### config.mk
export PLATFORM = sky130hd
export DESIGN_NAME = controller_mc_v
export DESIGN_NICKNAME = d
export VERILOG_FILES = /design/src/rtl/controller_mc_v_pkg.sv /design/src/rtl/controller_mc_v_condcheck.sv /design/src/rtl/controller_mc_v.sv
export SDC_FILE = /design/constraint.sdc
export NUM_CORES = 1
export LEC_CHECK = 0
export ABC_CLOCK_PERIOD_IN_PS = 3400
export CAP_MARGIN = 15
export CORE_MARGIN = 3
export CORE_UTILIZATION = 40
export CTS_CLUSTER_DIAMETER = 200
export DETAILED_ROUTE_END_ITERATION = 12
export GPL_TIMING_DRIVEN = 0
export PLACE_DENSITY = 0.84
export SETUP_SLACK_MARGIN = 0.15
export SLEW_MARGIN = 25
export SYNTH_ARGS = -nofsm -noshare
export SYNTH_HDL_FRONTEND = slang
export SYNTH_HIERARCHICAL = 1
export SYNTH_SLANG_ARGS = --single-unit
### constraint.sdc
create_clock -name clk -period 3.4 [get_ports clk]
set_input_delay 0.85 -clock clk [delete_from_list [all_inputs] [get_ports clk]]
set_output_delay 0.85 -clock clk [all_outputs]
set_load 0.03 [all_outputs]
### src/rtl/controller_mc_v_pkg.sv
// Shared encodings for the multicycle ARM controller: FSM states, ALU codes,
// data-processing cmd codes and datapath mux select values.
package controller_mc_v_pkg;

  typedef enum logic [3:0] {
    S_FETCH    = 4'd0,
    S_DECODE   = 4'd1,
    S_MEMADR   = 4'd2,
    S_MEMRD    = 4'd3,
    S_MEMWB    = 4'd4,
    S_MEMWR    = 4'd5,
    S_EXECUTER = 4'd6,
    S_EXECUTEI = 4'd7,
    S_ALUWB    = 4'd8,
    S_BRANCH   = 4'd9
  } state_t;

  localparam logic [2:0] ALU_ADD  = 3'b000;
  localparam logic [2:0] ALU_SUB  = 3'b001;
  localparam logic [2:0] ALU_AND  = 3'b010;
  localparam logic [2:0] ALU_ORR  = 3'b011;
  localparam logic [2:0] ALU_EOR  = 3'b100;
  localparam logic [2:0] ALU_PASS = 3'b101;

  localparam logic [3:0] CMD_ADD = 4'b0100;
  localparam logic [3:0] CMD_SUB = 4'b0010;
  localparam logic [3:0] CMD_AND = 4'b0000;
  localparam logic [3:0] CMD_ORR = 4'b1100;
  localparam logic [3:0] CMD_EOR = 4'b0001;
  localparam logic [3:0] CMD_MOV = 4'b1101;
  localparam logic [3:0] CMD_CMP = 4'b1010;

  localparam logic [1:0] OP_DP  = 2'b00;
  localparam logic [1:0] OP_MEM = 2'b01;
  localparam logic [1:0] OP_BR  = 2'b10;

  localparam logic [1:0] SRCB_REG  = 2'b00;
  localparam logic [1:0] SRCB_IMM  = 2'b01;
  localparam logic [1:0] SRCB_FOUR = 2'b10;

  localparam logic [1:0] RES_ALUOUT = 2'b00;
  localparam logic [1:0] RES_DATA   = 2'b01;
  localparam logic [1:0] RES_ALU    = 2'b10;

  function automatic logic cmd_defined(input logic [3:0] cmd);
    case (cmd)
      CMD_ADD, CMD_SUB, CMD_AND, CMD_ORR,
      CMD_EOR, CMD_MOV, CMD_CMP: return 1'b1;
      default:                   return 1'b0;
    endcase
  endfunction

  function automatic logic [2:0] alu_for_cmd(input logic [3:0] cmd);
    case (cmd)
      CMD_SUB, CMD_CMP: return ALU_SUB;
      CMD_AND:          return ALU_AND;
      CMD_ORR:          return ALU_ORR;
      CMD_EOR:          return ALU_EOR;
      CMD_MOV:          return ALU_PASS;
      default:          return ALU_ADD;
    endcase
  endfunction

endpackage

### src/rtl/controller_mc_v_condcheck.sv
// ARM condition-code evaluation against registered NZCV flags.
module mc_condcheck_v (
  input  logic [3:0] cond,
  input  logic [3:0] flags,
  output logic       cond_ex
);
  logic n, z, c, v, ge;

  always_comb begin
    {n, z, c, v} = flags;
    ge = (n == v);
    case (cond)
      4'b0000: cond_ex = z;
      4'b0001: cond_ex = ~z;
      4'b0010: cond_ex = c;
      4'b0011: cond_ex = ~c;
      4'b0100: cond_ex = n;
      4'b0101: cond_ex = ~n;
      4'b0110: cond_ex = v;
      4'b0111: cond_ex = ~v;
      4'b1000: cond_ex = c & ~z;
      4'b1001: cond_ex = ~c | z;
      4'b1010: cond_ex = ge;
      4'b1011: cond_ex = ~ge;
      4'b1100: cond_ex = ~z & ge;
      4'b1101: cond_ex = z | ~ge;
      4'b1110: cond_ex = 1'b1;
      default: cond_ex = 1'b0;
    endcase
  end
endmodule

### src/rtl/controller_mc_v.sv
// Multicycle ARM control unit: Moore FSM over FETCH/DECODE/execute/writeback,
// NZCV flag register, and all datapath selects/enables.
module controller_mc_v
  import controller_mc_v_pkg::*;
#(
  parameter logic [3:0] FLAG_RST = 4'b0000
) (
  input  logic        clk,
  input  logic        reset,
  input  logic [19:0] Instr,
  input  logic [3:0]  ALUFlags,
  output logic        PCWrite,
  output logic        AdrSrc,
  output logic        MemWrite,
  output logic        IRWrite,
  output logic        RegWrite,
  output logic [1:0]  RegSrc,
  output logic [1:0]  ImmSrc,
  output logic        ALUSrcA,
  output logic [1:0]  ALUSrcB,
  output logic [1:0]  ResultSrc,
  output logic [2:0]  ALUControl,
  output logic        InstrDone
);
  state_t     state, state_nxt;
  logic [3:0] flags;
  logic [1:0] op;
  logic [5:0] funct;
  logic [3:0] cmd, cond;
  logic       rd_pc, is_cmp, undef, cond_ex, in_exec;
  logic       pc_wr, mem_wr, ir_wr, reg_wr, done;

  assign cond   = Instr[19:16];
  assign op     = Instr[15:14];
  assign funct  = Instr[13:8];
  assign cmd    = funct[4:1];
  assign rd_pc  = (Instr[3:0] == 4'hF);
  assign is_cmp = (cmd == CMD_CMP);
  assign undef  = (op == 2'b11) || ((op == OP_DP) && !cmd_defined(cmd));
  assign in_exec = (state == S_EXECUTER) || (state == S_EXECUTEI);

  mc_condcheck_v u_condcheck (
    .cond    (cond),
    .flags   (flags),
    .cond_ex (cond_ex)
  );

  always_ff @(posedge clk or negedge reset) begin
    if (!reset) begin
      state <= S_FETCH;
      flags <= FLAG_RST;
    end else begin
      state <= state_nxt;
      // N/Z follow any S-suffixed op; C/V only come from the adder paths.
      if (in_exec && funct[0]) begin
        flags[3:2] <= ALUFlags[3:2];
        if (cmd == CMD_ADD || cmd == CMD_SUB || cmd == CMD_CMP)
          flags[1:0] <= ALUFlags[1:0];
      end
    end
  end

  always_comb begin
    state_nxt = S_FETCH;
    case (state)
      S_FETCH:  state_nxt = S_DECODE;
      S_DECODE: begin
        if (cond_ex && !undef) begin
          case (op)
            OP_DP:   state_nxt = funct[5] ? S_EXECUTEI : S_EXECUTER;
            OP_MEM:  state_nxt = S_MEMADR;
            OP_BR:   state_nxt = S_BRANCH;
            default: state_nxt = S_FETCH;
          endcase
        end
      end
      S_MEMADR:   state_nxt = funct[0] ? S_MEMRD : S_MEMWR;
      S_MEMRD:    state_nxt = S_MEMWB;
      S_EXECUTER,
      S_EXECUTEI: state_nxt = is_cmp ? S_FETCH : S_ALUWB;
      default:    state_nxt = S_FETCH;
    endcase
  end

  always_comb begin
    pc_wr      = 1'b0;
    mem_wr     = 1'b0;
    ir_wr      = 1'b0;
    reg_wr     = 1'b0;
    done       = 1'b0;
    AdrSrc     = 1'b0;
    ALUSrcA    = 1'b0;
    ALUSrcB    = SRCB_REG;
    ResultSrc  = RES_ALUOUT;
    ALUControl = ALU_ADD;
    case (state)
      S_FETCH: begin
        ir_wr     = 1'b1;
        pc_wr     = 1'b1;
        ALUSrcA   = 1'b1;
        ALUSrcB   = SRCB_FOUR;
        ResultSrc = RES_ALU;
      end
      S_DECODE: begin
        ALUSrcA   = 1'b1;
        ALUSrcB   = SRCB_FOUR;
        ResultSrc = RES_ALU;
        done      = !cond_ex || undef;
      end
      S_MEMADR: ALUSrcB = SRCB_IMM;
      S_MEMRD:  AdrSrc = 1'b1;
      S_MEMWB: begin
        ResultSrc = RES_DATA;
        done      = 1'b1;
        pc_wr     = rd_pc;
        reg_wr    = !rd_pc;
      end
      S_MEMWR: begin
        AdrSrc = 1'b1;
        mem_wr = 1'b1;
        done   = 1'b1;
      end
      S_EXECUTER, S_EXECUTEI: begin
        ALUSrcB    = (state == S_EXECUTEI) ? SRCB_IMM : SRCB_REG;
        ALUControl = alu_for_cmd(cmd);
        done       = is_cmp;
      end
      S_ALUWB: begin
        done   = 1'b1;
        pc_wr  = rd_pc;
        reg_wr = !rd_pc;
      end
      S_BRANCH: begin
        ALUSrcB   = SRCB_IMM;
        ResultSrc = RES_ALU;
        pc_wr     = 1'b1;
        done      = 1'b1;
      end
      default: ;
    endcase
  end

  assign PCWrite   = pc_wr  & reset;
  assign MemWrite  = mem_wr & reset;
  assign IRWrite   = ir_wr  & reset;
  assign RegWrite  = reg_wr & reset;
  assign InstrDone = done   & reset;

  assign ImmSrc    = op;
  assign RegSrc[0] = (op == OP_BR);
  assign RegSrc[1] = (op == OP_MEM) && !funct[0];

endmodule

Word-level counts from Yosys, hierarchy flattened:

Cells that the tools add are included.

* bits in registers: 8
* output and inout port bits: 18
* word-level logic and storage cells: 100

* eq/ne operators: 34
* mux-type cells: 20
* bitwise logic cells: 14
* reductions and logical operators: 29

Operators with widths (number)
* 4-bit == test, second input constant: 13
* 4-bit by 3-bit == test with 1-bit output, second input constant: 9
* 4-bit by 2-bit == test with 1-bit output, second input constant: 5
* 4-bit case mux with 5 select lines: 1
* 1-bit case mux with 15 select lines: 1
* 3-bit case mux with 5 select lines: 1
* 2-bit OR reduction: 7
* 4-bit by 1-bit == test with 1-bit output, second input constant: 3
* 4-bit zero test: 3
* 4-bit case mux with 3 select lines: 1
* 1-bit two-way mux: 8
* 4-bit two-way mux: 2
* 1-bit AND: 7
* 7-bit OR reduction: 1
* 3-bit two-way mux: 2
* 2-bit case mux with 3 select lines: 1
* 1-bit zero test: 5
* 1-bit logical OR: 5
* 1-bit NOT: 5
* 2-bit == test, second input constant: 2
* 1-bit logical AND: 4
* 2-bit case mux with 2 select lines: 1
* 4-bit OR reduction: 1
* 1-bit case mux with 3 select lines: 1
* other kinds (7): 8

Logic depth before layout (Yosys ltp):

Gate-level depths: netlist of run 1.

* depth in word-level cells: 10
* depth in mapped cells: 8
* gate-level depth less buffers: 7

Modules after synthesis:

Netlist of run 1, hierarchy kept.

Modules (own cells, without submodules)
* controller_mc_v: times used 1, cells an instance 85, area each 704.4 um^2, sequential area each 200.2 um^2
* mc_condcheck_v: times used 1, cells an instance 28, area each 193.9 um^2, sequential area each 0.0 um^2

Worst setup path after synthesis of run 1:

OpenSTA, ideal clock, no wires.

* kind: input to output
* start point: input port Instr[19]
* end point: output port InstrDone
* data arrival time: 2.345 ns
* required time: 2.550 ns
* slack: 0.205 ns
* cell stages on the path: 8
* buffers on the path: 1
* cells stage by stage: buf_2 -> or2b_1 -> o22ai_1 -> a211o_1 -> a211o_1 -> a21boi_0 -> o21ai_0 -> a32o_1

* longest elaborated chain between the ends: 6

Ends and longest elaborated chain
* start: declaration: RTL line controller_mc_v.sv:10 `input logic [19:0] Instr,`
* 4-bit == test, or another cell as far along: RTL line controller_mc_v_condcheck.sv:12 `case (cond)`
* 1-bit case mux with 15 select lines *: RTL line controller_mc_v_condcheck.sv:12
* named net cond_ex: RTL line controller_mc_v.sv:30 `logic rd_pc, is_cmp, undef, cond_ex, in_exec;`
* 1-bit zero test *: RTL line controller_mc_v.sv:108 `done = !cond_ex || undef;`
* 1-bit logical OR *: RTL line controller_mc_v.sv:108
* 1-bit case mux with 3 select lines *: RTL line controller_mc_v.sv:96 `case (state)`
* 1-bit AND *: RTL line controller_mc_v.sv:147 `assign InstrDone = done & reset;`
* end: declaration: RTL line controller_mc_v.sv:23 `output logic InstrDone`

The timed path passes the listed nets; every way through them passes the cells marked *.

Worst setup path in the final report of run 1:

* start point: input port Instr[18]
* end point: output port InstrDone

Same word-level chain as after synthesis.

==> impl_metrics.prom, run 1 <==
# TYPE chip_impl_metric gauge
chip_impl_info{name="status",value="completed"} 1
chip_impl_metric{name="synth.cell_area",unit="sq um"} 898
chip_impl_metric{name="syn_nets",unit=""} 139
chip_impl_metric{name="critical_path_arrival",unit="ns"} 2.48
chip_impl_metric{name="placeableCoreArea",unit="sq um"} 2040
chip_impl_metric{name="switchingPower",unit="mW"} 0.310
chip_impl_metric{name="min_period",unit="ns"} 3.33
chip_impl_metric{name="place_congestion",unit=""} 0.923
chip_impl_metric{name="sequential_element_share_of_the_synthesized_area",unit="%"} 22.3
chip_impl_metric{name="fin_skew",unit="ns"} 0.00257
chip_impl_info{name="slowest_stage",value="a211o_1"} 1
chip_impl_metric{name="dr_total_vias",unit=""} 1041
chip_impl_metric{name="clk_transition_reported_paths",unit="ns"} 0.05
chip_impl_metric{name="wl_per_cell",unit="microns"} 14.6
chip_impl_metric{name="synth-warning-count",unit=""} 6
chip_impl_info{name="critical_path.cell_chain",value="buf_6, mux2_4, a21oi_2, o211ai_1, a211o_1, a21boi_2, o21ai_1, a32o_2, buf_6"} 1
chip_impl_metric{name="filler_cell_count",unit=""} 192
chip_impl_metric{name="ys_types",unit=""} 46
chip_impl_metric{name="sequentialPowerShare",unit="%"} 24.2
chip_impl_metric{name="sum_of_internal_switching_and_leakage_power",unit="mW"} 0.662
chip_impl_metric{name="crit_fanout",unit=""} 8
chip_impl_metric{name="power.share.combinational",unit="%"} 65.4
chip_impl_metric{name="global_route.usage.total",unit="%"} 19.6
chip_impl_metric{name="dp_hpwl",unit="mm"} 1.99
chip_impl_metric{name="dieArea",unit="sq um"} 2850
chip_impl_metric{name="drt_first_pass_iters",unit=""} 5
chip_impl_metric{name="vias_per_std_cell",unit=""} 5.85
chip_impl_metric{name="grt_antenna_before_repair",unit=""} 0
chip_impl_metric{name="highest_attainable_clock_frequency",unit="MHz"} 300
chip_impl_metric{name="wl",unit="mm"} 2.60
chip_impl_info{name="rsz0062_at_grt",value="yes"} 1
chip_impl_metric{name="timing.critical_path.slowest_cell_delay",unit="ns"} 0.36
chip_impl_metric{name="std_cell_rows",unit=""} 16
chip_impl_metric{name="p_clk_share",unit="%"} 10.4
chip_impl_metric{name="power.switching_fraction",unit="%"} 46.8
chip_impl_metric{name="insertion_delay",unit="ns"} 0.24
chip_impl_info{name="timing.critical_path.to_type",value="output port"} 1
chip_impl_info{name="cts_tree",value="done"} 1
chip_impl_metric{name="power-per-cell-area",unit="nW/um^2"} 497
chip_impl_metric{name="port-buffer-count",unit=""} 35
chip_impl_metric{name="cts.sinks",unit=""} 8
chip_impl_metric{name="syn_to_final_growth",unit="%"} 48.3
chip_impl_metric{name="gr-total-overflow",unit=""} 0
chip_impl_metric{name="finish.net_count",unit=""} 179
chip_impl_metric{name="die_width",unit="microns"} 53.4
chip_impl_metric{name="initial_core_util",unit="%"} 44.0
chip_impl_info{name="worst_path_most_repeated_cell",value="buf_6"} 1
chip_impl_metric{name="inserted_diodes",unit=""} 0
chip_impl_metric{name="ioPinCount",unit=""} 44
chip_impl_metric{name="grt_max_degree",unit=""} 13
chip_impl_metric{name="grt_pass1_wl",unit="mm"} 4.15
chip_impl_info{name="start_kind",value="primary input"} 1
chip_impl_metric{name="final_min_period_over_clock_period",unit="%"} 97.9
chip_impl_metric{name="async_reset_ff_share",unit="%"} 100
chip_impl_metric{name="die_h",unit="microns"} 53.4
chip_impl_metric{name="synth_enable_flop_cells",unit=""} 0
chip_impl_metric{name="route.antenna.remaining_nets",unit=""} 0
chip_impl_metric{name="synth.ff_latch_count",unit=""} 8
chip_impl_metric{name="h-tree-depth",unit=""} 1
chip_impl_info{name="synth_top_flop_cell",value="dfrtp_1"} 1
chip_impl_metric{name="final-hold-violation-count",unit=""} 0
chip_impl_metric{name="cellInternalPower",unit="mW"} 0.352
chip_impl_metric{name="final_worst_hold_slack",unit="ns"} 0.532
chip_impl_metric{name="initialDrtViolationCount",unit=""} 29
chip_impl_metric{name="p_leak",unit="nW"} 0.619
chip_impl_info{name="timing.setup.critical_path_class",value="primary input to output port"} 1
chip_impl_metric{name="first_global_vias",unit=""} 1010
chip_impl_metric{name="cts-buffers-inserted",unit=""} 3
chip_impl_metric{name="finalSetupViolations",unit=""} 0
chip_impl_metric{name="cp_data_required_time",unit="ns"} 2.55
chip_impl_metric{name="timing.max_cap.violations",unit=""} 0
chip_impl_metric{name="post-route-drc-count",unit=""} 0
chip_impl_metric{name="timing.max_slew.rel_slack",unit="%"} 72.5
chip_impl_metric{name="final_count_of_pins_violating_max_slew",unit=""} 0
chip_impl_metric{name="clk_path_buf_depth",unit=""} 2
chip_impl_info{name="cts.root.buffer_cell",value="clkbuf_4"} 1
chip_impl_metric{name="postSynthCellCount",unit=""} 113
chip_impl_metric{name="tightestPinTransition",unit="ns"} 0.413
chip_impl_info{name="worstHoldPathType",value="flip-flop to flip-flop"} 1
chip_impl_metric{name="syn_area_per_cell",unit="sq um"} 7.95
chip_impl_metric{name="drive_gt1_share",unit="%"} 15.9
chip_impl_metric{name="vdd_ir_drop_max",unit="mV"} 0.346
-- cells by family after synthesis --
kind of cell	Yosys count	share of synthesized area, %
xor+xnor	4	4.74
buf+inv	13	7.80
compound gates	30	23.3
simple gates	53	35.2
mux	5	6.68
flops	8	22.3
-- layout by cell type, fill, tap and decap left out, types with 4 or more instances in the layout --
| cell type | instances |
|---|---|
| o21ai_0 | 4 |
| nor3_1 | 7 |
| inv_1 | 4 |
| nor2b_1 | 7 |
| nor2_1 | 7 |
| dlymetal6s2s_1 | 4 |
| nand2_1 | 6 |
| a21oi_1 | 4 |
| clkdlybuf4s50_1 | 23 |
| buf_4 | 4 |
| dlygate4sd2_1 | 4 |
| dfrtp_1 | 8 |
-- cell usage after synthesis (all sizes together), types with 3 or more instances --
master / count / share of area [%]
dfrtp: 8 / 22
nor2: 7 / 2.9
nor2b: 7 / 4.9
nor3: 7 / 3.9
buf: 6 / 4.9
nand2: 6 / 2.5
o21ai: 6 / 3.3
a21oi: 5 / 2.8
mux2: 5 / 6.7
inv: 4 / 1.7
and3: 3 / 2.1
clkbuf: 3 / 1.3
nand2b: 3 / 2.1
nor3b: 3 / 2.5
o22ai: 3 / 2.1
-- repair_timing --
item | CTS | global route
gates resized for setup | 22 | 15
pin swaps | 1 | 5
hold endpoints to repair | 0 | 0
buffers inserted | 0 | 0
hold buffers | 0 | 0
setup endpoints to repair | 8 | 5
-- power by group through the flow --
| stage | registers, mW | clock network [mW] | logic (mW) |
|---|---|---|---|
| after floorplan | 0.148 | 0 | 0.279 |
| after global placement | 0.158 | 0 | 0.418 |
| after detailed placement | 0.160 | 0 | 0.424 |
| after CTS | 0.158 | 0.0736 | 0.425 |
| after global routing | 0.165 | 0.0786 | 0.467 |
| final | 0.160 | 0.0688 | 0.433 |
-- through the flow --
stage	instance area, sq um	utilization (%)	cells	setup WS [ns]	TNS, ns
2_1_floorplan	898	-	113	0.205	0
3_3_place_gp	1280	62.8	175	-0.945	-1.49
3_5_place_dp	1280	62.8	175	-0.979	-1.69
4_1_cts	1300	63.7	178	0.0895	0
5_1_grt	1330	65.3	178	0.00717	0
6_report	1330	65.3	178	0.0720	0
-- routing by layer --
layer | GRT usage, % | up-vias | wire, microns
li1 | - | 500 | -
met1 | 23.2 | 492 | 1050
met2 | 34.3 | 45 | 1350
met3 | 3.94 | 4 | 181
met4 | 7.23 | 0 | 19
met5 | 0 | - | 0
-- registers in the layout (all words and copies together), names as in the netlist --
register,cells
flags,4
state,4
-- layout make-up --
cell class              count  area, sq um  area share, %
plain buffers               9         58.8           4.41
clock buffers               3         22.5           1.69
inverters                   4         15.0           1.13
multi-input cells          92          648           48.6
flip-flops and latches      8          200           15.0
well taps                  27         33.8           2.54
repair buffers             35          354           26.6
-- worst max-delay path: cells and delay by family --
family                 cells  cell delay [ns]
AOI/OAI and AO/OA          6             1.09
muxes                      1             0.30
buffers and inverters      2             0.24
-- final timing paths --
path	slack (ns)	end	cells past startpoint	from
setup / recovery	0.07	InstrDone	9	Instr[18]
hold / removal	0.53	flags[1]	1	flags[1]
setup reg to reg	1.55	state[2]	6	flags[3]
hold reg to reg	0.53	flags[1]	1	flags[1]
max in group asynchronous	2.62	flags[0]	1	reset
min in group asynchronous	0.57	state[1]	1	reset
Note: power is estimated with default switching activity, not from simulation.
==> inputs of run 2 (changes only) <==
Settings changed: SYNTH_HIERARCHICAL 1 to not set.
==> impl_metrics.prom, run 2 <==
# TYPE chip_impl_metric gauge
chip_impl_info{name="cts.root.buffer_cell",value="clkbuf_4"} 1
chip_impl_metric{name="filler_cell_count",unit=""} 189
chip_impl_metric{name="syn_nets",unit=""} 145
chip_impl_metric{name="grt_antenna_before_repair",unit=""} 0
chip_impl_metric{name="placeableCoreArea",unit="sq um"} 2060
chip_impl_metric{name="synth.ff_latch_count",unit=""} 8
chip_impl_metric{name="gr-total-overflow",unit=""} 0
chip_impl_metric{name="layout_setup_ws",unit="ns"} 0.139
chip_impl_metric{name="timing.max_cap.violations",unit=""} 0
chip_impl_metric{name="sequential_element_share_of_the_synthesized_area",unit="%"} 21.7
chip_impl_info{name="top_regs",value="flags: 4 flops, state: 4 flops"} 1
chip_impl_metric{name="grt_pass1_wl",unit="mm"} 3.66
chip_impl_metric{name="ys_types",unit=""} 50
chip_impl_metric{name="vias_per_std_cell",unit=""} 5.51
chip_impl_metric{name="initialDrtViolationCount",unit=""} 19
chip_impl_metric{name="ioPinCount",unit=""} 44
chip_impl_metric{name="syn_to_final_growth",unit="%"} 42.5
chip_impl_info{name="timing.critical_path.to_type",value="output port"} 1
chip_impl_metric{name="fin_skew",unit="ns"} 0.00353
chip_impl_metric{name="highest_attainable_clock_frequency",unit="MHz"} 307
chip_impl_info{name="start_kind",value="primary input"} 1
chip_impl_info{name="post_synth_most_frequent_cells",value="10 x nand2_1, 8 x dfrtp_1, 8 x nor2_1"} 1
chip_impl_metric{name="place_congestion",unit=""} 0.866
chip_impl_metric{name="final_min_period_over_clock_period",unit="%"} 95.9
chip_impl_metric{name="die_width",unit="microns"} 54.0
chip_impl_metric{name="routedLengthMet1",unit="microns"} 982
chip_impl_metric{name="tightestPinTransition",unit="ns"} 0.431
chip_impl_info{name="synth_top_flop_cell",value="dfrtp_1"} 1
chip_impl_info{name="synth_top_area_cell",value="dfrtp_1"} 1
chip_impl_info{name="most_common_cell_after_layout_fill_and_taps_aside",value="clkdlybuf4s50_1"} 1
chip_impl_metric{name="postSynthCellCount",unit=""} 119
chip_impl_metric{name="finalSetupViolations",unit=""} 0
chip_impl_metric{name="drive_gt1_share",unit="%"} 15.5
chip_impl_metric{name="h-tree-depth",unit=""} 1
chip_impl_metric{name="insertion_delay",unit="ns"} 0.26
chip_impl_metric{name="inserted_diodes",unit=""} 0
chip_impl_metric{name="finish.net_count",unit=""} 183
chip_impl_metric{name="wl",unit="mm"} 2.37
chip_impl_metric{name="vdd_ir_drop_max",unit="mV"} 0.256
chip_impl_metric{name="dp_hpwl",unit="mm"} 1.92
chip_impl_metric{name="syn_area_per_cell",unit="sq um"} 7.76
chip_impl_metric{name="clk_path_buf_depth",unit=""} 2
chip_impl_metric{name="post-place-ws",unit="ns"} -0.646
chip_impl_metric{name="p_leak",unit="nW"} 0.623
chip_impl_metric{name="drt_first_pass_iters",unit=""} 4
chip_impl_metric{name="dieArea",unit="sq um"} 2920
chip_impl_info{name="rsz0062_at_grt",value="yes"} 1
chip_impl_info{name="cts_tree",value="done"} 1
chip_impl_metric{name="synth_enable_flop_cells",unit=""} 0
chip_impl_metric{name="global_route.usage.total",unit="%"} 17.4
chip_impl_metric{name="min_period",unit="ns"} 3.26
chip_impl_info{name="status",value="completed"} 1
chip_impl_info{name="post_synth_main_area_contributors",value="dfrtp_1 22%, nand2_1 4.1%, mux2_2 3.7%, a21oi_1 3.3%, nand3b_1 3.3%"} 1
chip_impl_metric{name="critical_path_arrival",unit="ns"} 2.41
chip_impl_metric{name="async_reset_ff_share",unit="%"} 100
chip_impl_metric{name="timing.max_slew.rel_slack",unit="%"} 71.3
chip_impl_metric{name="port-buffer-count",unit=""} 33
chip_impl_metric{name="die_h",unit="microns"} 54.0
chip_impl_metric{name="std_cell_rows",unit=""} 16
chip_impl_metric{name="wl_met2",unit="mm"} 1.24
chip_impl_metric{name="initial_core_util",unit="%"} 44.8
chip_impl_metric{name="clk_transition_reported_paths",unit="ns"} 0.05
chip_impl_metric{name="power-per-cell-area",unit="nW/um^2"} 457
chip_impl_metric{name="first_global_vias",unit=""} 865
chip_impl_metric{name="crit_fanout",unit=""} 6
chip_impl_metric{name="final_worst_hold_slack",unit="ns"} 0.548
chip_impl_metric{name="final_count_of_pins_violating_max_slew",unit=""} 0
chip_impl_metric{name="cts.repair_timing.setup_buffer_count",unit=""} 0
chip_impl_metric{name="wl_per_cell",unit="microns"} 13.0
chip_impl_metric{name="grt_max_degree",unit=""} 12
chip_impl_info{name="timing.setup.critical_path_class",value="primary input to output port"} 1
chip_impl_metric{name="synth.cell_area",unit="sq um"} 923
chip_impl_metric{name="cp_data_required_time",unit="ns"} 2.55
chip_impl_metric{name="post-route-drc-count",unit=""} 0
chip_impl_info{name="dr.max_layer_used",value="met4"} 1
chip_impl_metric{name="final-hold-violation-count",unit=""} 0
chip_impl_metric{name="dr_total_vias",unit=""} 1002
chip_impl_metric{name="route.antenna.remaining_nets",unit=""} 0
chip_impl_metric{name="cts-buffers-inserted",unit=""} 3
chip_impl_info{name="most_used_cells_in_the_layout_excluding_fill_and_tap_cells",value="24 x clkdlybuf4s50_1, 10 x nand2_1, 8 x nor2_1, 8 x dfrtp_1, 6 x a21oi_1"} 1
chip_impl_metric{name="detailed_routed_wire_length_on_met3",unit="microns"} 116
chip_impl_info{name="worstHoldPathType",value="primary input to asynchronous set/reset pin"} 1
chip_impl_metric{name="cts.sinks",unit=""} 8
chip_impl_metric{name="synthDominantCellAreaShare",unit="%"} 21.7
chip_impl_info{name="post-synth-top-count-cell",value="nand2_1"} 1
chip_impl_metric{name="synth-warning-count",unit=""} 0
run 2: changes by cell type in the layout (fill, tap and decap cells not counted), moves of 3 or more:
cell and change:
o22ai_1 -3, buf_2 +4, nand2_1 +4, nor2b_1 -3
run 2: path summary, 6_finish.rpt:
kind | startpoint | endpoint | depth (start not counted) | slack [ns]
setup / recovery | Instr[12] | InstrDone | 7 | 0.14
hold / removal | reset | state[1] | 1 | 0.55
setup reg to reg | state[3] | flags[0] | 5 | 1.62
hold reg to reg | flags[1] | flags[1] | 1 | 0.56
max in group asynchronous | reset | flags[3] | 1 | 2.64
min in group clk | flags[1] | flags[1] | 1 | 0.56
run 2: per-stage QoR:
stage	instances	utilization [%]	instance area (sq um)	setup TNS, ns	power, mW
after global routing	182	63.8	1320	0	0.641
final	182	63.8	1320	0	0.601
after CTS	182	63.3	1310	0	0.605
after global placement	179	62.5	1290	-1.14	0.528
after detailed placement	179	62.5	1290	-1.21	0.537
after floorplan	119	-	925	0	0.399
run 2: per-layer routing:
metal / vias up / track usage, %
met1: 470 / 19.6
met2: 21 / 30.8
li1: 507 / -
met5: - / 0
met3: 4 / 5.82
met4: 0 / 4.98
run 2: final cells by class:
type / instances / area [sq um] / area share [%]
multi-input combinational: 95 / 639 / 48.6
tap: 27 / 33.8 / 2.57
buffer: 12 / 70.1 / 5.32
timing repair buffer: 33 / 335 / 25.5
inverter: 4 / 15.0 / 1.14
clock buffer: 3 / 22.5 / 1.71
sequential: 8 / 200 / 15.2
run 2: logic make-up (layout without fill, tap and decap cells):
logic type / count (synthesis) / after routing / synth area share (%)
AND/OR/NAND/NOR: 60 / 60 / 38.9
AO/OA/AOI/OAI: 24 / 24 / 17.8
buffers and inverters: 16 / 52 / 9.21
flip-flops: 8 / 8 / 21.7
multiplexers: 7 / 7 / 8.67
XOR/XNOR: 4 / 4 / 3.79
run 2: power by group:
| part | total (mW) | switching (mW) | internal [mW] |
|---|---|---|---|
| clock network | 0.0714 | 0.0311 | 0.0403 |
| registers | 0.143 | 0.0265 | 0.117 |
| logic | 0.387 | 0.218 | 0.169 |
run 2: critical path, stage by stage:
cell	delay, ns
dlygate4sd2_1	0.29
or3b_1	0.36
a311o_1	0.37
and3_4	0.17
nand2_2	0.06
o211a_1	0.14
buf_4	0.16
run 2: timing repair:
item,CTS,global route
resized for setup,12,4
endpoints found under the setup margin,7,5
hold endpoints to repair,0,0
pin swaps,0,0
hold buffers,0,0
